**config.mk**
```make
export PLATFORM = sky130hd
export DESIGN_NAME = branch_unit
export DESIGN_NICKNAME = d
export VERILOG_FILES = /design/src/rtl/branch_unit.sv
export SDC_FILE = /design/constraint.sdc
export NUM_CORES = 1
export LEC_CHECK = 0
export CAP_MARGIN = 20
export CELL_PAD_IN_SITES_DETAIL_PLACEMENT = 0
export CELL_PAD_IN_SITES_GLOBAL_PLACEMENT = 1
export CORE_AREA = 2 2 154 156
export CTS_CLUSTER_SIZE = 20
export DETAILED_ROUTE_END_ITERATION = 7
export DIE_AREA = 0 0 156 158
export HOLD_SLACK_MARGIN = 0.08
export PLACE_DENSITY = 0.81
export SLEW_MARGIN = 20
export SYNTH_ARGS = -nofsm -noshare
export SYNTH_HDL_FRONTEND = slang
export SYNTH_SLANG_ARGS = --single-unit
```
**constraint.sdc**
```tcl
create_clock -name i_BranchUnit_clk -period 3.25 [get_ports i_BranchUnit_clk]
set_clock_uncertainty 0.1 [all_clocks]
set_input_delay 0.4875 -clock i_BranchUnit_clk [delete_from_list [all_inputs] [get_ports i_BranchUnit_clk]]
set_output_delay 0.4875 -clock i_BranchUnit_clk [all_outputs]
set_load 0.03 [all_outputs]
```
**src/rtl/branch_unit.sv**
```systemverilog
//============================================================================
// Module   : branch_unit
// Purpose  : Program-counter owner and branch resolver for the multi-cycle
//            MIPS core. It sequences instruction fetch through a req/ack
//            handshake, resolves the decoder's 4-bit BRop against the register
//            operands, loads the next PC and issues the $31 link write.
// Ports    : i_BranchUnit_clk / i_BranchUnit_rst  - clock, sync active-high reset
//            o_BranchUnit_fetchReq/fetchAddr       - fetch request and address (= PC)
//            i_BranchUnit_fetchAck                 - fetch accepted
//            i_BranchUnit_brValid, BRop, rsData, rtData, imm16, target26
//                                                  - branch resolution inputs
//            o_BranchUnit_instPc                   - address of instruction in flight
//            o_BranchUnit_linkWe / linkAddr        - $31 link write pulse and value
//            o_BranchUnit_taken / err              - redirect / error pulses
// Config   : define BRANCH_STATS_EN to add the saturating counters
//            o_BranchUnit_brCount and o_BranchUnit_takenCount (width STAT_W).
// Revision : 1.0 - initial release
//============================================================================
`default_nettype none

module branch_unit #(
  parameter logic [31:0] RESET_PC = 32'h0000_3000
`ifdef BRANCH_STATS_EN
  , parameter int STAT_W = 32
`endif
) (
  input  logic        i_BranchUnit_clk,
  input  logic        i_BranchUnit_rst,
  output logic        o_BranchUnit_fetchReq,
  output logic [31:0] o_BranchUnit_fetchAddr,
  input  logic        i_BranchUnit_fetchAck,
  input  logic        i_BranchUnit_brValid,
  input  logic [3:0]  i_BranchUnit_BRop,
  input  logic [31:0] i_BranchUnit_rsData,
  input  logic [31:0] i_BranchUnit_rtData,
  input  logic [15:0] i_BranchUnit_imm16,
  input  logic [25:0] i_BranchUnit_target26,
  output logic [31:0] o_BranchUnit_instPc,
  output logic        o_BranchUnit_linkWe,
  output logic [31:0] o_BranchUnit_linkAddr,
  output logic        o_BranchUnit_taken,
  output logic        o_BranchUnit_err
`ifdef BRANCH_STATS_EN
  , output logic [STAT_W-1:0] o_BranchUnit_brCount
  , output logic [STAT_W-1:0] o_BranchUnit_takenCount
`endif
);

  typedef enum logic [0:0] {
    S_FETCH = 1'b0,
    S_WAIT  = 1'b1
  } state_t;

  state_t      r_state;
  state_t      w_stateNxt;
  logic [31:0] r_pc;
  logic [31:0] r_instPc;
  logic [31:0] r_linkAddr;
  logic        r_linkWe;
  logic        r_taken;
  logic        r_err;

  logic        w_accept;
  logic [31:0] w_seq;
  logic [31:0] w_btgt;
  logic [31:0] w_jtgt;
  logic [31:0] w_nextPc;
  logic        w_take;
  logic        w_link;
  logic        w_errNow;
  logic        w_cond;
  logic        w_rsNeg;
  logic        w_rsZero;
  logic        w_eq;

  // State register
  always_ff @(posedge i_BranchUnit_clk) begin
    if (i_BranchUnit_rst) r_state <= S_FETCH;
    else                  r_state <= w_stateNxt;
  end

  // Next-state and handshake outputs
  always_comb begin
    w_stateNxt            = r_state;
    o_BranchUnit_fetchReq = 1'b0;
    w_accept              = 1'b0;
    case (r_state)
      S_FETCH: begin
        o_BranchUnit_fetchReq = 1'b1;
        if (i_BranchUnit_fetchAck) w_stateNxt = S_WAIT;
      end
      S_WAIT: begin
        if (i_BranchUnit_brValid) begin
          w_accept   = 1'b1;
          w_stateNxt = S_FETCH;
        end
      end
      default: w_stateNxt = S_FETCH;
    endcase
  end

  // Branch resolution
  always_comb begin
    w_seq    = r_instPc + 32'd4;
    w_btgt   = w_seq + {{14{i_BranchUnit_imm16[15]}}, i_BranchUnit_imm16, 2'b00};
    w_jtgt   = {w_seq[31:28], i_BranchUnit_target26, 2'b00};
    w_rsNeg  = i_BranchUnit_rsData[31];
    w_rsZero = (i_BranchUnit_rsData == 32'd0);
    w_eq     = (i_BranchUnit_rsData == i_BranchUnit_rtData);
    w_cond   = 1'b0;
    w_take   = 1'b0;
    w_link   = 1'b0;
    w_errNow = 1'b0;
    w_nextPc = w_seq;
    case (i_BranchUnit_BRop)
      4'd0: begin
        // jr: the target is force-aligned; low bits set only flag an error
        w_take   = 1'b1;
        w_nextPc = {i_BranchUnit_rsData[31:2], 2'b00};
        w_errNow = |i_BranchUnit_rsData[1:0];
      end
      4'd1: begin w_take = 1'b1; w_nextPc = w_jtgt; end
      4'd2: begin w_take = 1'b1; w_nextPc = w_jtgt; w_link = 1'b1; end
      4'd3: begin w_cond = 1'b1; w_link = 1'b1; end
      4'd4: begin w_cond = ~w_rsNeg; w_link = 1'b1; end
      4'd5: w_cond = w_rsNeg;
      4'd6: w_cond = ~w_rsNeg;
      4'd7: begin w_cond = w_rsNeg; w_link = 1'b1; end
      4'd8: w_cond = 1'b1;
      4'd9: w_cond = w_eq;
      4'd10: w_cond = ~w_eq;
      4'd11: w_cond = w_rsNeg | w_rsZero;
      4'd12: w_cond = ~w_rsNeg & ~w_rsZero;
      4'd13: w_cond = 1'b0;
      default: w_errNow = 1'b1;
    endcase
    // Conditional forms share the btgt/seq choice; taken follows the
    // decision, even when btgt happens to equal seq.
    if (w_cond) begin
      w_take   = 1'b1;
      w_nextPc = w_btgt;
    end
  end

  // PC, instruction PC, link and pulse registers
  always_ff @(posedge i_BranchUnit_clk) begin
    if (i_BranchUnit_rst) begin
      r_pc       <= RESET_PC;
      r_instPc   <= RESET_PC;
      r_linkAddr <= 32'd0;
      r_linkWe   <= 1'b0;
      r_taken    <= 1'b0;
      r_err      <= 1'b0;
    end else begin
      r_linkWe <= 1'b0;
      r_taken  <= 1'b0;
      r_err    <= 1'b0;
      if (r_state == S_FETCH && i_BranchUnit_fetchAck) r_instPc <= r_pc;
      if (w_accept) begin
        r_pc    <= w_nextPc;
        r_taken <= w_take;
        r_err   <= w_errNow;
        if (w_link) begin
          r_linkWe   <= 1'b1;
          r_linkAddr <= w_seq;
        end
      end
    end
  end

`ifdef BRANCH_STATS_EN
  logic [STAT_W-1:0] r_brCount;
  logic [STAT_W-1:0] r_takenCount;

  always_ff @(posedge i_BranchUnit_clk) begin
    if (i_BranchUnit_rst) begin
      r_brCount    <= '0;
      r_takenCount <= '0;
    end else if (w_accept) begin
      if (i_BranchUnit_BRop <= 4'd12 && r_brCount != '1)
        r_brCount <= r_brCount + 1'b1;
      if (w_take && r_takenCount != '1)
        r_takenCount <= r_takenCount + 1'b1;
    end
  end

  assign o_BranchUnit_brCount    = r_brCount;
  assign o_BranchUnit_takenCount = r_takenCount;
`endif

  assign o_BranchUnit_fetchAddr = r_pc;
  assign o_BranchUnit_instPc    = r_instPc;
  assign o_BranchUnit_linkWe    = r_linkWe;
  assign o_BranchUnit_linkAddr  = r_linkAddr;
  assign o_BranchUnit_taken     = r_taken;
  assign o_BranchUnit_err       = r_err;

endmodule

`default_nettype wire

```
==> run_results.csv, run 1 <==
group,metric,value,unit
status,status,"complete, but fails checks",
status,violations,"negative setup slack",
clocking,clkSlewWorstSetupHoldPaths,0.07,ns
routing,vias,8794,
critical_path,worstPathMaxFanout,5,
routing,drt-vias-per-instance,5.42,
critical_path,cp-start-kind,"flip-flop",
place,io_buffers,213,
clocking,htreeDepth,3,
global_route,grt_pass1_wl,48200,microns
synth,synth_compound_area_share,23.4,%
timing,rsz0062_at_grt,"yes",
place,dpl.hpwl,25400,microns
layout,area.sequential,2060,sq um
routing,first_iter_violations,772,
critical_path,critPathRequiredTime,3.43,ns
global_route,track_usage,25.6,%
synth,avgSynthCellArea,7.60,sq um
die,fp.dieW,156,microns
synth,ys_types,63,
die,rows,56,
worst_hold_path,hp-class,"reg -> reg",
routing,routed_wl,33300,microns
global_route,grt_start_max_net_pins,50,
critical_path,end_kind,"flip-flop",
clocking,cts_buffer_depth,2,
critical_path,reg2reg_slack,-0.20,ns
layout,layout-drive-gt1-share,32.9,%
timing,final-hold-violation-count,0,
global_route,gr-total-overflow,0,
synth,synth-simple-area-share,26.2,%
timing,fin_crit,3.45,ns
synth,synth-edff-count,0,
timing,max_clock_freq,0.290,GHz
synth,async_reset_ff_share,0,%
place,gp_congestion,0.920,
synth,netlist_area,7050,sq um
clocking,clk_latency,0.35,ns
pwr,p_leak,4.91,nW
synth,synth.yosys.seq_area_share,28.4,%
layout,final_nets,1479,
die,die_area,24600,sq um
synth,synth_fa_ha_area_share,6.68,%
die,start_util,30.6,%
synth,syn_nets,1078,
worst_hold_path,holdPathStages,2,
critical_path,r2r-start,"o_BranchUnit_instPc[6]",
timing,drv_slew,0,
die,fp.dieH,158,microns
pwr,power,0.00370,W
worst_hold_path,hp-start,"o_BranchUnit_linkAddr[1]",
critical_path,path_cells,"nand3_4 > or4b_4 > or2_4 > xnor2_4 > ha_1 > a21o_1 > a211oi_2 > nor2_2 > o31ai_4 > a211oi_2 > a31o_2 > a31oi_1",
global_route,antenna_found_initial,0,
timing,setup_viol,8,
clocking,cts_buffers,9,
synth,synthXorXnorAreaFrac,10.2,%
layout,multi_input_area,5850,sq um
layout,syn2layout_area_growth,80.0,%
critical_path,cp_data_arrival_time,3.63,ns
clocking,cts_root_buf,"clkbuf_16",
timing,setup_tns,-0.995,ns
routing,wl_per_cell,20.5,microns
die,io_pins,214,
clocking,cts_sinks,100,
job,cap_violations,0,
routing,drc,0,
timing,period_share,106,%
synth,synth_ff_type,"dfxtp_1",
die,core-area,23100,sq um
critical_path,crit_top_cell,"a211oi_2",
pwr,peakVddDrop,0.210,mV
critical_path,r2r-end,"o_BranchUnit_fetchAddr[31]",
layout,diodes,0,
critical_path,slowest_delay,0.57,ns
critical_path,r2r_cells,12,
timing,fin_ws,-0.197,ns
routing,dr.pass1.iters,7,
synth,ys_ff_latch,100,
synth,ys.warnings.count,0,
routing,final_antenna_net_count,0,
critical_path,cp_slowest_cell,"or4b_4",
synth,synth_top_family_by_area,"simple AND/OR/NAND/NOR gates",
synth,synthCells,927,
clocking,hold_buffers,0,
clocking,cts_tree,"done",
timing,worstMarginPinSlew,0.811,ns
layout,fillers,2055,
synth,synthMuxAreaShare,0.444,%
worst_hold_path,hold_end,"o_BranchUnit_linkAddr[1]",
pwr,powerDensity,292,nW/um^2
global_route,grt_pass1_vias,8328,
critical_path,crit_type,"reg -> reg",
timing,relSlewSlack,46.0,%
per-stage QoR:
| stage | area [sq um] | setup WS, ns | utilization [%] | hold WS (ns) | cells |
|---|---|---|---|---|---|
| floorplan | 7160 | -0.162 | - | 0.359 | 927 |
| global placement | 11100 | -0.276 | 48.3 | 0.344 | 1592 |
| detailed placement | 11100 | -0.384 | 48.3 | 0.355 | 1592 |
| CTS | 11900 | -0.132 | 51.4 | 0.365 | 1615 |
| global route | 12700 | -0.279 | 55.0 | 0.379 | 1623 |
| finish | 12700 | -0.197 | 55.0 | 0.357 | 1623 |
synthesized netlist by cell type, types with 4 or more instances:
master,instances,area (sq um)
o21bai_1,5,37.5
clkbuf_1,44,165
a21oi_1,66,330
and4_1,6,52.6
nand2_1,132,495
nand3_1,25,125
nand3b_1,6,45.0
o31ai_1,4,30.0
and2_1,9,56.3
a311oi_1,17,149
a221oi_1,24,210
nor3_1,33,165
or3_1,8,50.1
o21ai_0,21,105
a311o_1,4,40.0
inv_1,23,86.3
buf_1,4,15.0
buf_4,5,37.5
nand2b_1,4,25.0
xnor2_1,61,534
dfxtp_1,100,2000
nor2_1,109,409
nor4_1,10,62.6
and3_1,8,50.1
a211oi_1,40,300
buf_2,4,20.0
nand4_1,18,113
xor2_1,19,166
o211ai_1,7,52.6
a31oi_1,7,43.8
ha_1,36,450
a21o_1,15,113
a211o_1,9,78.8
nor2b_1,6,37.5
registers in the layout (all words and copies together) (netlist names):
| register | cells |
|---|---|
| o_BranchUnit_taken | 1 |
| o_BranchUnit_linkWe | 1 |
| o_BranchUnit_fetchAddr | 32 |
| r_state | 1 |
| o_BranchUnit_linkAddr | 32 |
| o_BranchUnit_err | 1 |
| o_BranchUnit_instPc | 32 |
how the worst max path moves through the flow:
stage / start / endpoint / slack [ns]
floorplan: o_BranchUnit_instPc[18] / o_BranchUnit_fetchAddr[30] / -0.16
global placement: o_BranchUnit_instPc[2] / o_BranchUnit_fetchAddr[31] / -0.28
detailed placement: o_BranchUnit_instPc[5] / o_BranchUnit_fetchAddr[30] / -0.38
CTS: o_BranchUnit_instPc[21] / o_BranchUnit_fetchAddr[31] / -0.13
global route: o_BranchUnit_instPc[6] / o_BranchUnit_fetchAddr[31] / -0.28
finish: o_BranchUnit_instPc[6] / o_BranchUnit_fetchAddr[31] / -0.20
final cells by class:
| type | count | area share, % |
|---|---|---|
| Timing Repair Buffer | 447 | 31.6 |
| Sequential cell | 100 | 16.2 |
| Tap cell | 290 | 2.86 |
| Multi-Input combinational cell | 747 | 46.1 |
| Clock buffer | 12 | 2.28 |
| Inverter | 23 | 0.681 |
| Clock inverter | 4 | 0.207 |
cell usage in the layout (no fill, tap or decap), types with 5 or more instances in the layout:
cell type / synthesis / routed
o211ai_1: 7 / 7
inv_1: 23 / 13
a211oi_2: 0 / 7
xnor2_1: 61 / 50
o21ai_0: 21 / 9
nand4_1: 18 / 18
buf_4: 5 / 214
buf_6: 0 / 14
a21o_1: 15 / 15
inv_2: 0 / 10
xor2_1: 19 / 10
a311oi_1: 17 / 14
nand2_1: 132 / 126
dfxtp_2: 0 / 5
o21ai_2: 0 / 6
ha_1: 36 / 11
a21oi_2: 0 / 11
dfxtp_4: 0 / 14
clkdlybuf4s50_1: 0 / 212
o21bai_1: 5 / 5
or3_1: 8 / 7
nor3_2: 1 / 7
nor4_1: 10 / 9
dfxtp_1: 100 / 81
a221oi_1: 24 / 22
a211oi_1: 40 / 30
nand3b_1: 6 / 6
a21oi_1: 66 / 50
a211o_1: 9 / 9
nor3_1: 33 / 24
a21oi_4: 0 / 5
xor2_2: 0 / 8
clkbuf_16: 0 / 11
nand3_2: 0 / 7
nand3_1: 25 / 17
nor2_1: 109 / 102
xnor2_2: 1 / 9
a31oi_1: 7 / 5
ha_4: 0 / 25
buf_12: 0 / 6
power by group:
group	switching [W]	total [W]	internal, W
clock	0.000485	0.00112	0.000634
combinational	0.000652	0.00127	0.000616
sequential	0.0000505	0.00132	0.00126
cells by family (layout without fill, tap and decap cells):
logic type	count (synthesis)	count (layout)
flops	100	100
simple gates	389	389
fa+ha+maj	37	37
buf+inv	80	486
compound gates	237	237
xor+xnor	81	81
mux	3	3
per-layer routing:
metal | track usage, % | wire [microns]
met1 | 36.4 | 14500
met2 | 39.6 | 15200
met3 | 2.41 | 2190
met4 | 10.6 | 1360
met5 | 0 | 0
critical path, delay by kind of cell, from the launching register on:
family	cells	cell delay, ns
simple gates	4	1.09
xor+xnor	1	0.28
flops	1	0.36
compound gates	6	1.25
fa+ha+maj	1	0.30
repair_timing:
| item | in CTS | in global routing |
|---|---|---|
| setup buffers | 7 | 10 |
| gates resized for setup | 71 | 136 |
| pin swaps | 40 | 80 |
| setup endpoints to repair | 15 | 21 |
Note: power is estimated with default switching activity, not from simulation.
==> run 2: changes to the inputs <==
--- a/config.mk
+++ b/config.mk
@@ -8,10 +8,10 @@
 export CAP_MARGIN = 20
 export CELL_PAD_IN_SITES_DETAIL_PLACEMENT = 0
 export CELL_PAD_IN_SITES_GLOBAL_PLACEMENT = 1
-export CORE_AREA = 2 2 154 156
+export CORE_AREA = 2 2 184 132
 export CTS_CLUSTER_SIZE = 20
 export DETAILED_ROUTE_END_ITERATION = 7
-export DIE_AREA = 0 0 156 158
+export DIE_AREA = 0 0 186 134
 export HOLD_SLACK_MARGIN = 0.08
 export PLACE_DENSITY = 0.81
 export SLEW_MARGIN = 20
==> run 2 against run 1 <==
The run still ends with negative setup slack left. Clock power about the same. Non-clock buffer count up 13. Setup slack worse by 0.024 ns. Critical path depth increased by 2. Hold slack got worse by 0.0024 ns. Via count rose by 1.4%. Cell count up 2.5%. Die area is 1.1% higher. Flip-flop and latch count is the same. Utilization shrank 0.76 points. Critical path type unchanged. Largest cell class unchanged. Highest routed layer unchanged.
==> run_results.csv, run 2 (synthesized netlist as in run 1, its figures left out) <==
group,metric,value,unit
status,status,"complete, but fails checks",
status,violations,"negative setup slack",
global_route,met3_usage,4.34,%
pwr,powerDensity,293,nW/um^2
critical_path,worstPathMaxFanout,5,
die,fp.dieH,134,microns
critical_path,crit_type,"reg -> reg",
routing,routed_wl,35000,microns
die,die_area,24900,sq um
timing,holdWs,0.355,ns
routing,first_iter_violations,905,
critical_path,crit_family,"simple AND/OR/NAND/NOR gates",
critical_path,slowest_delay,0.48,ns
die,core-area,23200,sq um
place,gp_congestion,1.00,
routing,final_antenna_net_count,0,
clocking,clk_latency,0.36,ns
job,cap_violations,0,
layout,layout_commonest_cell,"buf_4",
critical_path,end_kind,"flip-flop",
die,io_pins,214,
routing,drc,0,
critical_path,path_cells,"and4_4 > or4b_4 > or2_4 > nor2b_4 > xnor2_2 > inv_2 > ha_4 > a21o_1 > a21o_4 > or3_1 > a211oi_2 > nor3_2 > mux2i_1 > nor3_1",
global_route,gr-total-overflow,0,
global_route,grt_pass1_wl,49900,microns
layout,final_area,12600,sq um
clocking,htreeDepth,3,
timing,final-hold-violation-count,0,
timing,max_clock_freq,0.288,GHz
timing,rsz0062_at_grt,"yes",
die,fp.dieW,186,microns
critical_path,critPathRequiredTime,3.43,ns
timing,worstMarginPinSlew,0.957,ns
pwr,peakVddDrop,0.297,mV
critical_path,cp_slowest_cell,"or4b_4",
global_route,grt_pass1_vias,7927,
critical_path,cp-start-kind,"flip-flop",
clocking,cts_sinks,100,
clocking,clkSlewWorstSetupHoldPaths,0.07,ns
routing,vias,8915,
timing,setup_viol,10,
global_route,use_met2,36.1,%
critical_path,crit_buf_inv,1,
global_route,top_usage_layer,"met1",
place,dpl.hpwl,27500,microns
layout,syn2layout_area_growth,78.9,%
place,place_area,11200,sq um
die,rows,47,
global_route,grt_use_met1,44.4,%
global_route,antenna_found_initial,0,
timing,period_share,107,%
clocking,cts_root_buf,"clkbuf_16",
timing,fin_crit,3.47,ns
pwr,p_leak,4.87,nW
pwr,power,0.00369,W
die,start_util,30.3,%
clocking,cts_tree,"done",
routing,dr.pass1.iters,7,
critical_path,cp_data_arrival_time,3.66,ns
timing,drv_slew,0,
place,io_buffers,213,
clocking,hold_buffers,0,
layout,layout_common_cells,"buf_4, clkdlybuf4s50_1, nand2_1, nor2_1, dfxtp_1",
global_route,track_usage,27.0,%
global_route,grt_start_max_net_pins,50,
clocking,cts_buffers,9,
routing,drt-vias-per-instance,5.36,
layout,layout-drive-gt1-share,32.5,%
layout,diodes,0,
layout,final_nets,1492,
clocking,cts_buffer_depth,2,
worst_hold_path,hp-class,"reg -> reg",
layout,fillers,2153,
timing,relSlewSlack,36.2,%
timing,fin_ws,-0.221,ns
routing,wl_per_cell,21.0,microns
run 2: power by group:
part | total [W] | internal, W | switching [W] | leakage [nW]
combinational | 0.00128 | 0.000609 | 0.000668 | 3.91
sequential | 0.00131 | 0.00126 | 0.0000504 | 0.825
clock | 0.00110 | 0.000540 | 0.000561 | 0.139
run 2: through the flow:
stage / util, % / std cells / setup slack, ns / setup TNS, ns
2_1_floorplan: - / 927 / -0.162 / -0.422
3_3_place_gp: 48.0 / 1618 / -0.337 / -7.14
3_5_place_dp: 48.0 / 1618 / -0.341 / -7.13
4_1_cts: 51.2 / 1650 / -0.222 / -0.780
5_1_grt: 54.3 / 1664 / -0.357 / -2.55
6_report: 54.3 / 1664 / -0.221 / -0.925
run 2: repair_timing:
item,in CTS,in global routing
resized for setup,64,116
setup buffers,17,14
pin swaps,30,81
endpoints found under the setup margin,15,29
run 2: routing by layer:
layer  routed length (microns)  vias to the layer above
li1                          -                     4174
met1                     17200                     4257
met2                     14000                      452
met3                      3360                       32
met4                       500                        0
met5                         0                        -
run 2: path summary, 6_finish.rpt:
check | from | end | slack, ns | cells past startpoint
max reg2reg | o_BranchUnit_instPc[21] | o_BranchUnit_fetchAddr[30] | -0.22 | 14
min | o_BranchUnit_linkAddr[1] | o_BranchUnit_linkAddr[1] | 0.35 | 2
max | o_BranchUnit_instPc[21] | o_BranchUnit_fetchAddr[30] | -0.22 | 14
min reg2reg | o_BranchUnit_linkAddr[1] | o_BranchUnit_linkAddr[1] | 0.35 | 2
run 2: final cells by class:
type	instances	area (sq um)	area share, %
timing repair buffer	460	4100	32.5
clock buffer	9	225	1.79
multi-input combinational	747	5670	44.9
sequential	100	2060	16.4
clock inverter	7	67.6	0.536
tap	318	398	3.16
inverter	23	86.3	0.685
run 2: worst min-delay path: stages, from the launching register on:
cell and delay, ns:
dfxtp_1 0.31, nand2_1 0.05, a21oi_1 0.05
